**src/rtl/mem_pkg.sv**
```systemverilog
// rtl/mem_pkg.sv - shared encodings and default widths for the memory port arbiter
package mem_pkg;

  localparam int DEF_ADDR_W = 32;
  localparam int DEF_DATA_W = 32;

  typedef enum logic [1:0] {
    IDLE   = 2'd0,
    ACCESS = 2'd1,
    DONE   = 2'd2
  } state_t;

  typedef enum logic [1:0] {
    OWN_NONE = 2'd0,
    OWN_IF   = 2'd1,
    OWN_DM   = 2'd2
  } owner_t;

endpackage

```
**src/rtl/mem_port_arbiter_if.sv**
```systemverilog
// rtl/mem_port_arbiter_if.sv - requester and memory-side signals of the arbiter
interface mem_port_arbiter_if
  import mem_pkg::*;
#(
  parameter int ADDR_W = DEF_ADDR_W,
  parameter int DATA_W = DEF_DATA_W
);

  logic              if_req;
  logic [ADDR_W-1:0] if_addr;
  logic              if_ack;
  logic [DATA_W-1:0] if_rdata;
  logic              dm_req;
  logic              dm_we;
  logic [ADDR_W-1:0] dm_addr;
  logic [DATA_W-1:0] dm_wdata;
  logic              dm_ack;
  logic [DATA_W-1:0] dm_rdata;
  logic              mem_we;
  logic [ADDR_W-1:0] mem_addr;
  logic [DATA_W-1:0] mem_wdata;
  logic [DATA_W-1:0] mem_rdata;

  modport slave (
    input  if_req, if_addr, dm_req, dm_we, dm_addr, dm_wdata, mem_rdata,
    output if_ack, if_rdata, dm_ack, dm_rdata, mem_we, mem_addr, mem_wdata
  );

  modport master (
    output if_req, if_addr, dm_req, dm_we, dm_addr, dm_wdata, mem_rdata,
    input  if_ack, if_rdata, dm_ack, dm_rdata, mem_we, mem_addr, mem_wdata
  );

endinterface

```
**src/rtl/mem_arb_pick.sv**
```systemverilog
// rtl/mem_arb_pick.sv - DM-priority pick with IF starvation override
module mem_arb_pick #(
  parameter int STARVE_LIMIT = 4,
  parameter int SW           = 3
) (
  input  logic          if_req,
  input  logic          dm_req,
  input  logic [SW-1:0] dm_streak,
  output logic          grant_if,
  output logic          grant_dm
);

  logic if_starved;

  assign if_starved = if_req && (dm_streak >= SW'(STARVE_LIMIT));
  assign grant_dm   = dm_req && !if_starved;
  assign grant_if   = if_req && !grant_dm;

endmodule

```
**src/rtl/mem_port_arbiter.sv**
```systemverilog
// rtl/mem_port_arbiter.sv - single-port data memory shared by instruction fetch and MEM stage
module mem_port_arbiter
  import mem_pkg::*;
#(
  parameter int ADDR_W       = DEF_ADDR_W,
  parameter int DATA_W       = DEF_DATA_W,
  parameter int READ_LATENCY = 1,
  parameter int STARVE_LIMIT = 4
) (
  input logic                clk,
  input logic                rst_n,
  mem_port_arbiter_if.slave  bus
);

  localparam int CNT_W = (READ_LATENCY > 1) ? $clog2(READ_LATENCY) : 1;
  localparam int SW    = $clog2(STARVE_LIMIT + 1);
  localparam logic [CNT_W-1:0] RD_CNT = CNT_W'(READ_LATENCY - 1);

  state_t            state, state_nxt;
  owner_t            owner;
  logic [CNT_W-1:0]  cnt;
  logic [SW-1:0]     dm_streak;
  logic              grant_if, grant_dm;
  logic              start, finish, start_we;
  logic [ADDR_W-1:0] req_addr;
  logic [DATA_W-1:0] rd_word;

  mem_arb_pick #(
    .STARVE_LIMIT (STARVE_LIMIT),
    .SW           (SW)
  ) u_pick (
    .if_req    (bus.if_req),
    .dm_req    (bus.dm_req),
    .dm_streak (dm_streak),
    .grant_if  (grant_if),
    .grant_dm  (grant_dm)
  );

  assign req_addr = grant_dm ? bus.dm_addr : bus.if_addr;
  assign start_we = grant_dm && bus.dm_we;
  assign rd_word  = bus.mem_rdata;

  always_comb begin
    state_nxt = state;
    start     = 1'b0;
    finish    = 1'b0;
    case (state)
      IDLE: begin
        if (grant_if || grant_dm) begin
          state_nxt = ACCESS;
          start     = 1'b1;
        end
      end
      ACCESS: begin
        if (cnt == '0) begin
          state_nxt = DONE;
          finish    = 1'b1;
        end
      end
      DONE:    state_nxt = IDLE;
      default: state_nxt = IDLE;
    endcase
  end

  always_ff @(posedge clk or negedge rst_n) begin
    if (!rst_n) begin
      state         <= IDLE;
      owner         <= OWN_NONE;
      cnt           <= '0;
      dm_streak     <= '0;
      bus.if_ack    <= 1'b0;
      bus.dm_ack    <= 1'b0;
      bus.mem_we    <= 1'b0;
      bus.mem_addr  <= '0;
      bus.mem_wdata <= '0;
      bus.if_rdata  <= '0;
      bus.dm_rdata  <= '0;
    end else begin
      state      <= state_nxt;
      bus.if_ack <= 1'b0;
      bus.dm_ack <= 1'b0;

      if (start) begin
        owner        <= grant_dm ? OWN_DM : OWN_IF;
        bus.mem_addr <= req_addr;
        if (grant_dm) bus.mem_wdata <= bus.dm_wdata;
        bus.mem_we   <= start_we;
        cnt          <= start_we ? '0 : RD_CNT;
        // Streak only grows while IF is actually being held off.
        if (grant_dm && bus.if_req) begin
          if (dm_streak < SW'(STARVE_LIMIT)) dm_streak <= dm_streak + 1'b1;
        end else begin
          dm_streak <= '0;
        end
      end

      if (state == ACCESS && !finish) cnt <= cnt - 1'b1;

      if (finish) begin
        bus.mem_we <= 1'b0;
        if (owner == OWN_IF) begin
          bus.if_ack <= 1'b1;
          if (!bus.mem_we) bus.if_rdata <= rd_word;
        end else begin
          bus.dm_ack <= 1'b1;
          if (!bus.mem_we) bus.dm_rdata <= rd_word;
        end
      end

      if (state == DONE) owner <= OWN_NONE;
    end
  end

endmodule

```
**src/flat_wrapper.sv**
```systemverilog
// flat-port wrapper written by rule: the top's interface ports become plain ports
module mem_port_arbiter_flat import mem_pkg::*;
#(
  parameter int ADDR_W       = DEF_ADDR_W,
  parameter int DATA_W       = DEF_DATA_W,
  parameter int READ_LATENCY = 1,
  parameter int STARVE_LIMIT = 4
)
  (clk, rst_n, bus_if_req, bus_if_addr, bus_dm_req, bus_dm_we, bus_dm_addr, bus_dm_wdata, bus_mem_rdata, bus_if_ack, bus_if_rdata, bus_dm_ack, bus_dm_rdata, bus_mem_we, bus_mem_addr, bus_mem_wdata);
  mem_port_arbiter_if #(.ADDR_W(ADDR_W), .DATA_W(DATA_W)) bus_i ();
  input logic clk;
  input logic rst_n;
  input wire logic [$bits(bus_i.if_req)-1:0] bus_if_req;
  input wire logic [$bits(bus_i.if_addr)-1:0] bus_if_addr;
  input wire logic [$bits(bus_i.dm_req)-1:0] bus_dm_req;
  input wire logic [$bits(bus_i.dm_we)-1:0] bus_dm_we;
  input wire logic [$bits(bus_i.dm_addr)-1:0] bus_dm_addr;
  input wire logic [$bits(bus_i.dm_wdata)-1:0] bus_dm_wdata;
  input wire logic [$bits(bus_i.mem_rdata)-1:0] bus_mem_rdata;
  output wire logic [$bits(bus_i.if_ack)-1:0] bus_if_ack;
  output wire logic [$bits(bus_i.if_rdata)-1:0] bus_if_rdata;
  output wire logic [$bits(bus_i.dm_ack)-1:0] bus_dm_ack;
  output wire logic [$bits(bus_i.dm_rdata)-1:0] bus_dm_rdata;
  output wire logic [$bits(bus_i.mem_we)-1:0] bus_mem_we;
  output wire logic [$bits(bus_i.mem_addr)-1:0] bus_mem_addr;
  output wire logic [$bits(bus_i.mem_wdata)-1:0] bus_mem_wdata;
  assign bus_i.if_req = bus_if_req;
  assign bus_i.if_addr = bus_if_addr;
  assign bus_i.dm_req = bus_dm_req;
  assign bus_i.dm_we = bus_dm_we;
  assign bus_i.dm_addr = bus_dm_addr;
  assign bus_i.dm_wdata = bus_dm_wdata;
  assign bus_i.mem_rdata = bus_mem_rdata;
  assign bus_if_ack = bus_i.if_ack;
  assign bus_if_rdata = bus_i.if_rdata;
  assign bus_dm_ack = bus_i.dm_ack;
  assign bus_dm_rdata = bus_i.dm_rdata;
  assign bus_mem_we = bus_i.mem_we;
  assign bus_mem_addr = bus_i.mem_addr;
  assign bus_mem_wdata = bus_i.mem_wdata;
  mem_port_arbiter #(.ADDR_W(ADDR_W), .DATA_W(DATA_W), .READ_LATENCY(READ_LATENCY), .STARVE_LIMIT(STARVE_LIMIT)) u_core (.clk(clk), .rst_n(rst_n), .bus(bus_i));
endmodule
```
**config.mk**
```make
export PLATFORM = sky130hd
export DESIGN_NAME = mem_port_arbiter_flat
export DESIGN_NICKNAME = d
export VERILOG_FILES = /design/src/rtl/mem_pkg.sv /design/src/rtl/mem_port_arbiter_if.sv /design/src/rtl/mem_arb_pick.sv /design/src/rtl/mem_port_arbiter.sv /design/src/flat_wrapper.sv
export SDC_FILE = /design/constraint.sdc
export NUM_CORES = 1
export LEC_CHECK = 0
export CAP_MARGIN = 0
export CORE_AREA = 2 2 118 120
export CTS_CLUSTER_SIZE = 28
export DETAILED_ROUTE_END_ITERATION = 8
export DIE_AREA = 0 0 120 122
export PLACE_DENSITY = 0.83
export SKIP_LAST_GASP = 1
export SYNTH_ARGS = -nofsm -noshare
export SYNTH_HDL_FRONTEND = slang
export SYNTH_SLANG_ARGS = --single-unit
```
**constraint.sdc**
```tcl
create_clock -name clk -period 3.8 [get_ports clk]
set_input_delay 0.57 -clock clk [delete_from_list [all_inputs] [get_ports clk]]
set_output_delay 0.57 -clock clk [all_outputs]
set_load 0.02 [all_outputs]
```
==> impl_metrics.env, run 1 <==
export IMPL_synth_area_leaders="dfrtp_1 59%, mux2_4 15%, mux2_2 7.1%"
export IMPL_grt_max_degree=113
export IMPL_drtPass1Iterations=4
export IMPL_tightest_slew_ps=1080
export IMPL_worstSetupStartpointType="flop"
export IMPL_setup_violations_final=0
export IMPL_max_slew_margin_pct=27.8
export IMPL_cp_end_kind="flop"
export IMPL_place_congestion=0.803
export IMPL_synthCells=397
export IMPL_ys_ff_latch=139
export IMPL_rsz0062_at_grt="false"
export IMPL_ys_seq_area_share_pct=59.3
export IMPL_max_cap_violations=0
export IMPL_fin_crit_sh_pct=63.3
export IMPL_internal_power_mw=5.87
export IMPL_status="complete, no violations"
export IMPL_crit_type="reg -> reg"
export IMPL_dieWidth_um=120
export IMPL_ys_flop_type="dfrtp_1"
export IMPL_drt_iter0_markers=275
export IMPL_grt_usage_pct=21.6
export IMPL_cellPowerDensity_nw_per_um2=968
export IMPL_cts_sinks=139
export IMPL_synthMostInstantiatedCell="dfrtp_1"
export IMPL_die_area_um2=14600
export IMPL_pwr_share_comb_pct=49.5
export IMPL_fmax_ghz=0.415
export IMPL_ys_warn_count=0
export IMPL_grt_overflow_total=0
export IMPL_tns_ps=0
export IMPL_fin_nets=791
export IMPL_timing_rr_start="u_core.state[1]"
export IMPL_io_pins=264
export IMPL_cts_root_buf="clkbuf_16"
export IMPL_syn_cell_area_um2=5870
export IMPL_drive_above_1_share_pct=21.5
export IMPL_synth_common_cells="139 x dfrtp_1, 60 x mux2_4, 37 x mux2_2, 35 x nand2_1"
export IMPL_cts_resized=0
export IMPL_vdd_drop_max_mv=0.440
export IMPL_io_buffers=263
export IMPL_clock_latency_ps=410
export IMPL_clk_path_buf_depth=2
export IMPL_numCtsBuffers=17
export IMPL_critPathMaxFanout=32
export IMPL_drt_vias_per_instance=5.14
export IMPL_synth_fp_nets=531
export IMPL_slew_violations=0
export IMPL_synth_top_cell_by_area="dfrtp_1"
export IMPL_critical_path_arrival_ps=2690
export IMPL_n_antenna_cell=0
export IMPL_finClkSkew_ps=9.50
export IMPL_synth_top_area_share_pct=59.3
export IMPL_synth_cell_types=29
export IMPL_p_sw_share_pct=34.3
export IMPL_grt_pass1_vias=4514
export IMPL_ff2ff_setup_slack_ps=1390
export IMPL_dpl_hpwl_mm=11.2
export IMPL_core_um2=13500
export IMPL_synth_edf_count=0
export IMPL_finish_utilization_pct=68.3
export IMPL_area_growth_synth_to_final_pct=57.1
export IMPL_seqPwrFrac_pct=30.3
export IMPL_route_detailed_drc=0
export IMPL_crit_path_end="u_core.bus.if_rdata[20]"
export IMPL_clkTransAtPathRegs_ps=60
export IMPL_fin_crit_ps=2410
export IMPL_initial_core_util_pct=43.5
export IMPL_synth_async_reset_ratio_pct=100
export IMPL_synth_avg_cell_area_um2=14.8
export IMPL_die_h_um=122
export IMPL_routedWlPerCell_um=18.7
export IMPL_holdBufCountCts=0
export IMPL_timing_rr_end="u_core.bus.if_rdata[20]"
export IMPL_rows=43
export IMPL_cts_post_setup_buffers_inserted=0
export IMPL_antenna_found_initial=0
export IMPL_postRouteAntennaNets=0
export IMPL_p_switching_mw=3.06
export IMPL_clkPwrFrac_pct=20.3
export IMPL_cts_max_level=4
export IMPL_grt_pass1_wl_mm=24.4
export IMPL_rr_worst_depth=3
export IMPL_holdCritPathClass="in -> async"
export IMPL_num_vias=4365
export IMPL_startpoint="u_core.state[1]"
export IMPL_cts_tree="built"
export IMPL_finalHoldViolCount=0
export IMPL_p_leak_nw=4.03
export IMPL_wl_mm=15.9
export IMPL_required_ps=4090
critical path: stages (launching register included):
cell and delay [ps]:
dfrtp_1 440, or3b_4 450, or3_2 930, mux2_4 460
per-layer routing:
layer / vias to the layer above / track usage [%] / wire [µm]
met1: 2182 / 27.1 / 6560
li1: 1958 / - / -
met5: - / 0 / 0
met2: 203 / 35.6 / 7920
met3: 22 / 6.65 / 1230
met4: 0 / 7.43 / 208
stage by stage:
step                      total power, mW  hold slack, ps  setup WS (ps)  cells  cell area, µm²
after floorplan                      5.23             274           1870    397            5870
after global placement               6.99             488           1320    818            8560
after detailed placement             7.13             490           1270    818            8560
after CTS                            8.98             336           1390    850            9220
after global routing                 9.32             384           1350    850            9220
final                                8.92             298           1390    850            9220
area by class of cell:
type | count | area (µm²)
clock buffer | 22 | 494
fill | 951 | 4290
sequential | 139 | 3480
timing repair buffer | 269 | 2680
tap | 180 | 225
inverter | 5 | 18.8
multi-input combinational | 225 | 2160
clock inverter | 10 | 160
power groups by stage:
stage	Combinational [mW]	Sequential [mW]	Clock (mW)
after floorplan	1.71	3.51	0
after global placement	4.34	2.65	0
after detailed placement	4.43	2.70	0
after CTS	4.45	2.69	1.84
after global routing	4.64	2.78	1.91
final	4.42	2.70	1.81
sequential cells by signal, indices dropped and copies added (netlist names), 2 cells and up:
signal                cells
u_core.owner              2
u_core.bus.mem_addr      32
u_core.bus.if_rdata      32
u_core.state              2
u_core.bus.mem_wdata     32
u_core.bus.dm_rdata      32
u_core.dm_streak          3
worst min-delay path by stage:
| stage | cells after the start | slack, ps | end |
|---|---|---|---|
| after floorplan | 0 | 270 | u_core.bus.dm_ack |
| after global placement | 1 | 490 | u_core.bus.if_rdata[25] |
| after detailed placement | 1 | 490 | u_core.bus.dm_rdata[25] |
| after CTS | 1 | 340 | u_core.bus.mem_wdata[5] |
| after global routing | 1 | 380 | u_core.bus.mem_wdata[5] |
| final | 1 | 300 | u_core.bus.mem_wdata[5] |
placed cells by master, fill, tap and decap left out, types with 4 or more instances in the layout:
cell               n
clkdlybuf4s50_1  262
dfrtp_1          139
mux2_4            60
mux2_2            37
nand2_1           35
a211oi_1          32
a2bb2oi_1         32
clkbuf_16         17
buf_4              6
o21ai_0            5
inv_1              5
clkbuf_8           5
nor2_1             4
bufinv_16          4
kinds of logic after synthesis:
group	count (synthesis)	share of synthesized area (%)
compound gates	75	10.1
flops	139	59.3
simple gates	52	3.86
buf+inv	33	4.07
fa+ha+maj	1	0.213
mux	97	22.5
(Power assumes the default switching activity.)
==> run 2, diff against run 1 <==
--- a/config.mk
+++ b/config.mk
@@ -6,11 +6,11 @@
 export NUM_CORES = 1
 export LEC_CHECK = 0
 export CAP_MARGIN = 0
-export CORE_AREA = 2 2 118 120
+export CORE_AREA = 2 2 128 130
 export CTS_CLUSTER_SIZE = 28
 export DETAILED_ROUTE_END_ITERATION = 8
-export DIE_AREA = 0 0 120 122
-export PLACE_DENSITY = 0.83
+export DIE_AREA = 0 0 130 132
+export PLACE_DENSITY = 0.75
 export SKIP_LAST_GASP = 1
 export SYNTH_ARGS = -nofsm -noshare
 export SYNTH_HDL_FRONTEND = slang
==> constraint.sdc (replaced) <==
create_clock -name clk -period 2 [get_ports clk]
set_input_delay 0.3 -clock clk [delete_from_list [all_inputs] [get_ports clk]]
set_output_delay 0.3 -clock clk [all_outputs]
set_load 0.02 [all_outputs]
==> run 2 against run 1 <==
Sequential share of layout area shrank 0.81 points; via count grew 0.85%; clock skew shrank 1.7 ps; clock power grew 78%; utilization shrank 8.3 points; maximum frequency grew 27%; clock-buffer cell count shrank 3; combinational power grew 95%; final cell count grew 5.4%.
==> impl_metrics.env, run 2 (synthesis results as in run 1) <==
export IMPL_postRouteAntennaNets=0
export IMPL_dpl_instance_area_um2=8740
export IMPL_slew_violations=0
export IMPL_wl_mm=16.2
export IMPL_cp_end_kind="flop"
export IMPL_setup_violations_final=0
export IMPL_clock_latency_ps=410
export IMPL_finClkSkew_ps=7.78
export IMPL_num_fill_cells=1246
export IMPL_status="complete, no violations"
export IMPL_required_ps=2290
export IMPL_tns_ps=0
export IMPL_dp_cells=861
export IMPL_finish_utilization_pct=59.9
export IMPL_clkTransAtPathRegs_ps=60
export IMPL_rr_worst_depth=4
export IMPL_critPathMaxFanout=16
export IMPL_routedWlPerCell_um=18.1
export IMPL_dieWidth_um=130
export IMPL_fin_crit_ps=1890
export IMPL_ff2ff_setup_slack_ps=110
export IMPL_core_um2=15700
export IMPL_route_detailed_drc=0
export IMPL_grt_pass1_vias=4675
export IMPL_die_area_um2=17200
export IMPL_max_slew_margin_pct=50.1
export IMPL_cts_post_setup_buffers_inserted=0
export IMPL_num_vias=4402
export IMPL_grt_usage_pct=18.7
export IMPL_final_cells=896
export IMPL_final_cell_mix="262 x clkdlybuf4s50_1, 139 x dfrtp_1, 60 x mux2_4"
export IMPL_drive_above_1_share_pct=22.4
export IMPL_critical_path_arrival_ps=2180
export IMPL_finalHoldViolCount=0
export IMPL_drt_vias_per_instance=4.91
export IMPL_cellPowerDensity_nw_per_um2=1800
export IMPL_max_cap_violations=0
export IMPL_worstSetupStartpointType="flop"
export IMPL_final_common_cell="clkdlybuf4s50_1"
export IMPL_total_power_mw=17.0
export IMPL_die_h_um=132
export IMPL_dpl_hpwl_mm=11.4
export IMPL_rsz0062_at_grt="false"
export IMPL_drtPass1Iterations=5
export IMPL_area_growth_synth_to_final_pct=60.5
export IMPL_drt_iter0_markers=186
export IMPL_fin_nets=801
export IMPL_pre_cts_slack_ps=-175
export IMPL_grt_pass1_wl_mm=25.2
export IMPL_grt_overflow_total=0
export IMPL_rows=46
export IMPL_holdCritPathClass="in -> async"
export IMPL_vdd_drop_max_mv=0.738
export IMPL_timing_rr_end="u_core.bus.if_rdata[22]"
export IMPL_initial_core_util_pct=37.3
export IMPL_fmax_ghz=0.529
export IMPL_cts_root_buf="clkbuf_16"
export IMPL_numCtsBuffers=17
export IMPL_antenna_found_initial=0
export IMPL_p_leak_nw=4.09
export IMPL_io_pins=264
export IMPL_whs_ps=386
export IMPL_cts_max_level=4
export IMPL_fin_crit_sh_pct=94.6
export IMPL_io_buffers=263
export IMPL_n_antenna_cell=0
export IMPL_timing_rr_start="u_core.state[1]"
export IMPL_crit_type="reg -> reg"
export IMPL_place_congestion=0.748
export IMPL_cts_tree="built"
export IMPL_fin_ws_ps=108
export IMPL_tightest_slew_ps=747
export IMPL_cts_sinks=139
export IMPL_post_route_cell_area_um2=9420
export IMPL_grt_max_degree=55
export IMPL_clk_path_buf_depth=2
==> run 2: how the worst max path moves through the flow <==
stage,from,to,slack [ps]
2_1_floorplan,u_core.state[1],u_core.bus.dm_rdata[10],140
3_3_place_gp,bus_if_req,u_core.bus.mem_addr[21],-70
3_5_place_dp,bus_if_req,u_core.bus.mem_addr[17],-170
4_1_cts,u_core.state[1],u_core.bus.if_rdata[10],20
5_1_grt,u_core.state[1],u_core.bus.dm_rdata[30],70
6_report,u_core.state[1],u_core.bus.if_rdata[22],110
==> run 2: cell type report <==
class                      instances  area, µm²  share of cell area [%]
sequential                       139       3480                    36.9
timing repair buffer             279       2870                    30.4
multi-input combinational        225       2170                    23.1
clock buffer                      19        443                    4.70
tap                              216        270                    2.87
clock inverter                    13        168                    1.78
inverter                           5       18.8                   0.199
==> run 2: routing by layer <==
metal | wire (µm) | GRT usage, % | share of wire, %
met2 | 7820 | 30.7 | 48
met4 | 283 | 6.09 | 1.7
met1 | 6760 | 23.8 | 42
met3 | 1350 | 5.24 | 8.3
met5 | 0 | 0 | 0
==> run 2: where the power goes <==
part	internal, mW	switching (mW)
Combinational	4.80	3.81
Clock	2.00	1.23
Sequential	4.26	0.863
==> run 2: worst max-delay path: stages (launching register included) <==
cell	delay, ps
dfrtp_1	400
or3b_4	430
or3_4	420
clkbuf_16	220
mux2_4	320
==> run 2: timing repair <==
action	in CTS	in global routing
pin swaps	0	0
cloned	0	2
hold endpoints to repair	42	0
hold buffers	1	0
setup endpoints to repair	32	63
resized for setup	1	2
==> run 3, diff against run 2 <==
--- a/config.mk
+++ b/config.mk
@@ -6,11 +6,11 @@
 export NUM_CORES = 1
 export LEC_CHECK = 0
 export CAP_MARGIN = 0
-export CORE_AREA = 2 2 128 130
+export CORE_AREA = 2 2 122 124
 export CTS_CLUSTER_SIZE = 28
 export DETAILED_ROUTE_END_ITERATION = 8
-export DIE_AREA = 0 0 130 132
-export PLACE_DENSITY = 0.75
+export DIE_AREA = 0 0 124 126
+export PLACE_DENSITY = 0.79
 export SKIP_LAST_GASP = 1
 export SYNTH_ARGS = -nofsm -noshare
 export SYNTH_HDL_FRONTEND = slang
==> constraint.sdc (replaced) <==
create_clock -name clk -period 2.1 [get_ports clk]
set_input_delay 0.21 -clock clk [delete_from_list [all_inputs] [get_ports clk]]
set_output_delay 0.21 -clock clk [all_outputs]
set_load 0.02 [all_outputs]
==> run 3 against run 2 <==
Power is 6.2% lower; die area is 9.0% lower; utilization is 5.0 points higher; clock skew hardly changed; sequential power is 4.1% lower; clock power is 9.6% lower; via count is 2.3% lower; final cell count is 3.7% lower; first-iteration DRC count is 22% higher; flip-flop and latch count stayed put; routed wire length is 3.4% lower; clock-buffer cell count stayed put; largest cell class unchanged.
==> impl_metrics.env, run 3 (synthesis results as in run 1) <==
export IMPL_holdCritPathClass="in -> async"
export IMPL_fin_crit_ps=1960
export IMPL_crit_type="reg -> reg"
export IMPL_rows=44
export IMPL_initial_core_util_pct=41.0
export IMPL_route_detailed_drc=0
export IMPL_finalHoldViolCount=0
export IMPL_io_pins=264
export IMPL_cts_max_level=4
export IMPL_routedWlPerCell_um=18.2
export IMPL_dpl_hpwl_mm=11.4
export IMPL_wl_mm=15.7
export IMPL_drive_above_1_share_pct=22.2
export IMPL_grt_overflow_total=0
export IMPL_p_leak_nw=4.06
export IMPL_pre_cts_slack_ps=145
export IMPL_grt_pass1_wl_mm=24.4
export IMPL_slowest_stage="or3_2"
export IMPL_postRouteAntennaNets=0
export IMPL_crit_cells=4
export IMPL_finClkSkew_ps=7.58
export IMPL_worstSetupStartpointType="flop"
export IMPL_cp_slowest_stage_delay_ps=490
export IMPL_critical_path_top_delay_family="simple AND/OR/NAND/NOR gates"
export IMPL_slew_violations=0
export IMPL_final_common_cell="clkdlybuf4s50_1"
export IMPL_grt_usage_pct=20.3
export IMPL_drt_iter0_markers=227
export IMPL_dieWidth_um=124
export IMPL_critical_path_arrival_ps=2260
export IMPL_max_slew_margin_pct=65.9
export IMPL_core_um2=14300
export IMPL_rsz0062_at_grt="false"
export IMPL_fin_nets=800
export IMPL_grt_pass1_vias=4604
export IMPL_cts_root_buf="clkbuf_16"
export IMPL_clk_path_buf_depth=2
export IMPL_fin_crit_sh_pct=93.5
export IMPL_die_h_um=126
export IMPL_setup_violations_final=0
export IMPL_status="complete, no violations"
export IMPL_fmax_ghz=0.509
export IMPL_numCtsBuffers=17
export IMPL_vdd_drop_max_mv=0.883
export IMPL_num_vias=4301
export IMPL_critPathMaxFanout=32
export IMPL_rr_worst_depth=4
export IMPL_cp_end_kind="flop"
export IMPL_cts_resized=0
export IMPL_n_antenna_cell=0
export IMPL_cts_sinks=139
export IMPL_die_area_um2=15600
export IMPL_fin_ws_ps=136
export IMPL_final_cell_mix="262 x clkdlybuf4s50_1, 139 x dfrtp_1, 60 x mux2_4"
export IMPL_grt_max_degree=84
export IMPL_cts_tree="built"
export IMPL_required_ps=2390
export IMPL_cp_cell_sequence="or3b_4, or3_2, buf_12, mux2_4"
export IMPL_tightest_slew_ps=506
export IMPL_place_congestion=0.781
export IMPL_io_buffers=263
export IMPL_tns_ps=0
export IMPL_area_growth_synth_to_final_pct=58.4
export IMPL_crit_buf_inv=1
export IMPL_drt_vias_per_instance=4.98
export IMPL_clock_latency_ps=410
export IMPL_antenna_found_initial=0
export IMPL_drtPass1Iterations=4
export IMPL_clkTransAtPathRegs_ps=60
export IMPL_max_cap_violations=0
export IMPL_cellPowerDensity_nw_per_um2=1710
==> run 3: changes by cell type in the layout (fill, tap and decap cells not counted), moves of 2 or more <==
cell        previous run  this run
clkinv_2               1         3
or3_2                  0         2
or3_4                  2         0
clkbuf_16             19        17
clkinvlp_4             5         3
==> run 3: path summary, 6_finish.rpt <==
kind                                    startpoint                 endpoint  slack (ps)
max                                     u_core.cnt   u_core.bus.dm_rdata[2]         140
min                                          rst_n  u_core.bus.if_rdata[10]         160
max reg2reg                             u_core.cnt   u_core.bus.dm_rdata[2]         140
min reg2reg                u_core.bus.dm_rdata[31]  u_core.bus.dm_rdata[31]         500
max in group asynchronous                    rst_n   u_core.bus.mem_addr[8]        1340
min in group clk                   bus_if_addr[13]  u_core.bus.mem_addr[13]         350
==> run 3: repair_timing <==
item	CTS	global route
endpoints found under the hold margin	139	0
hold buffers	1	0
setup buffers	0	0
==> run 3: per-layer routing <==
layer  share of wire (%)  vias to the layer above  global-route usage, %
met4                 1.3                        0                   5.62
met5                   0                        -                      0
met1                  41                     2088                   24.6
met2                  49                      214                   34.3
met3                 9.4                       17                   7.20
li1                    -                     1982                      -
==> run 3: layout make-up <==
| type | instances | area [µm²] |
|---|---|---|
| clock buffers | 19 | 443 |
| clock inverters | 13 | 141 |
| fillers | 1034 | 5020 |
| inverters | 5 | 18.8 |
| multi-input cells | 225 | 2160 |
| flip-flops and latches | 139 | 3480 |
| well taps | 184 | 230 |
| repair buffers | 278 | 2820 |
==> run 3: power breakdown <==
group	internal (mW)	switching [mW]	leakage, nW
Sequential	4.05	0.855	1.62
Clock	1.78	1.13	0.280
Combinational	4.51	3.57	2.16
Total	10.4	5.56	4.06
==> run 3: stage by stage <==
stage          hold WS (ps)  cell area, µm²  cells  utilization, %  power [mW]
2_1_floorplan         -85.6            5870    397               -        9.46
4_1_cts                 139            9300    863            65.0        16.0
3_3_place_gp          -5.27            8700    830            60.8        12.8
5_1_grt                 150            9300    863            65.0        16.7
6_report                159            9300    863            65.0        15.9
3_5_place_dp          -4.70            8700    830            60.8        13.0
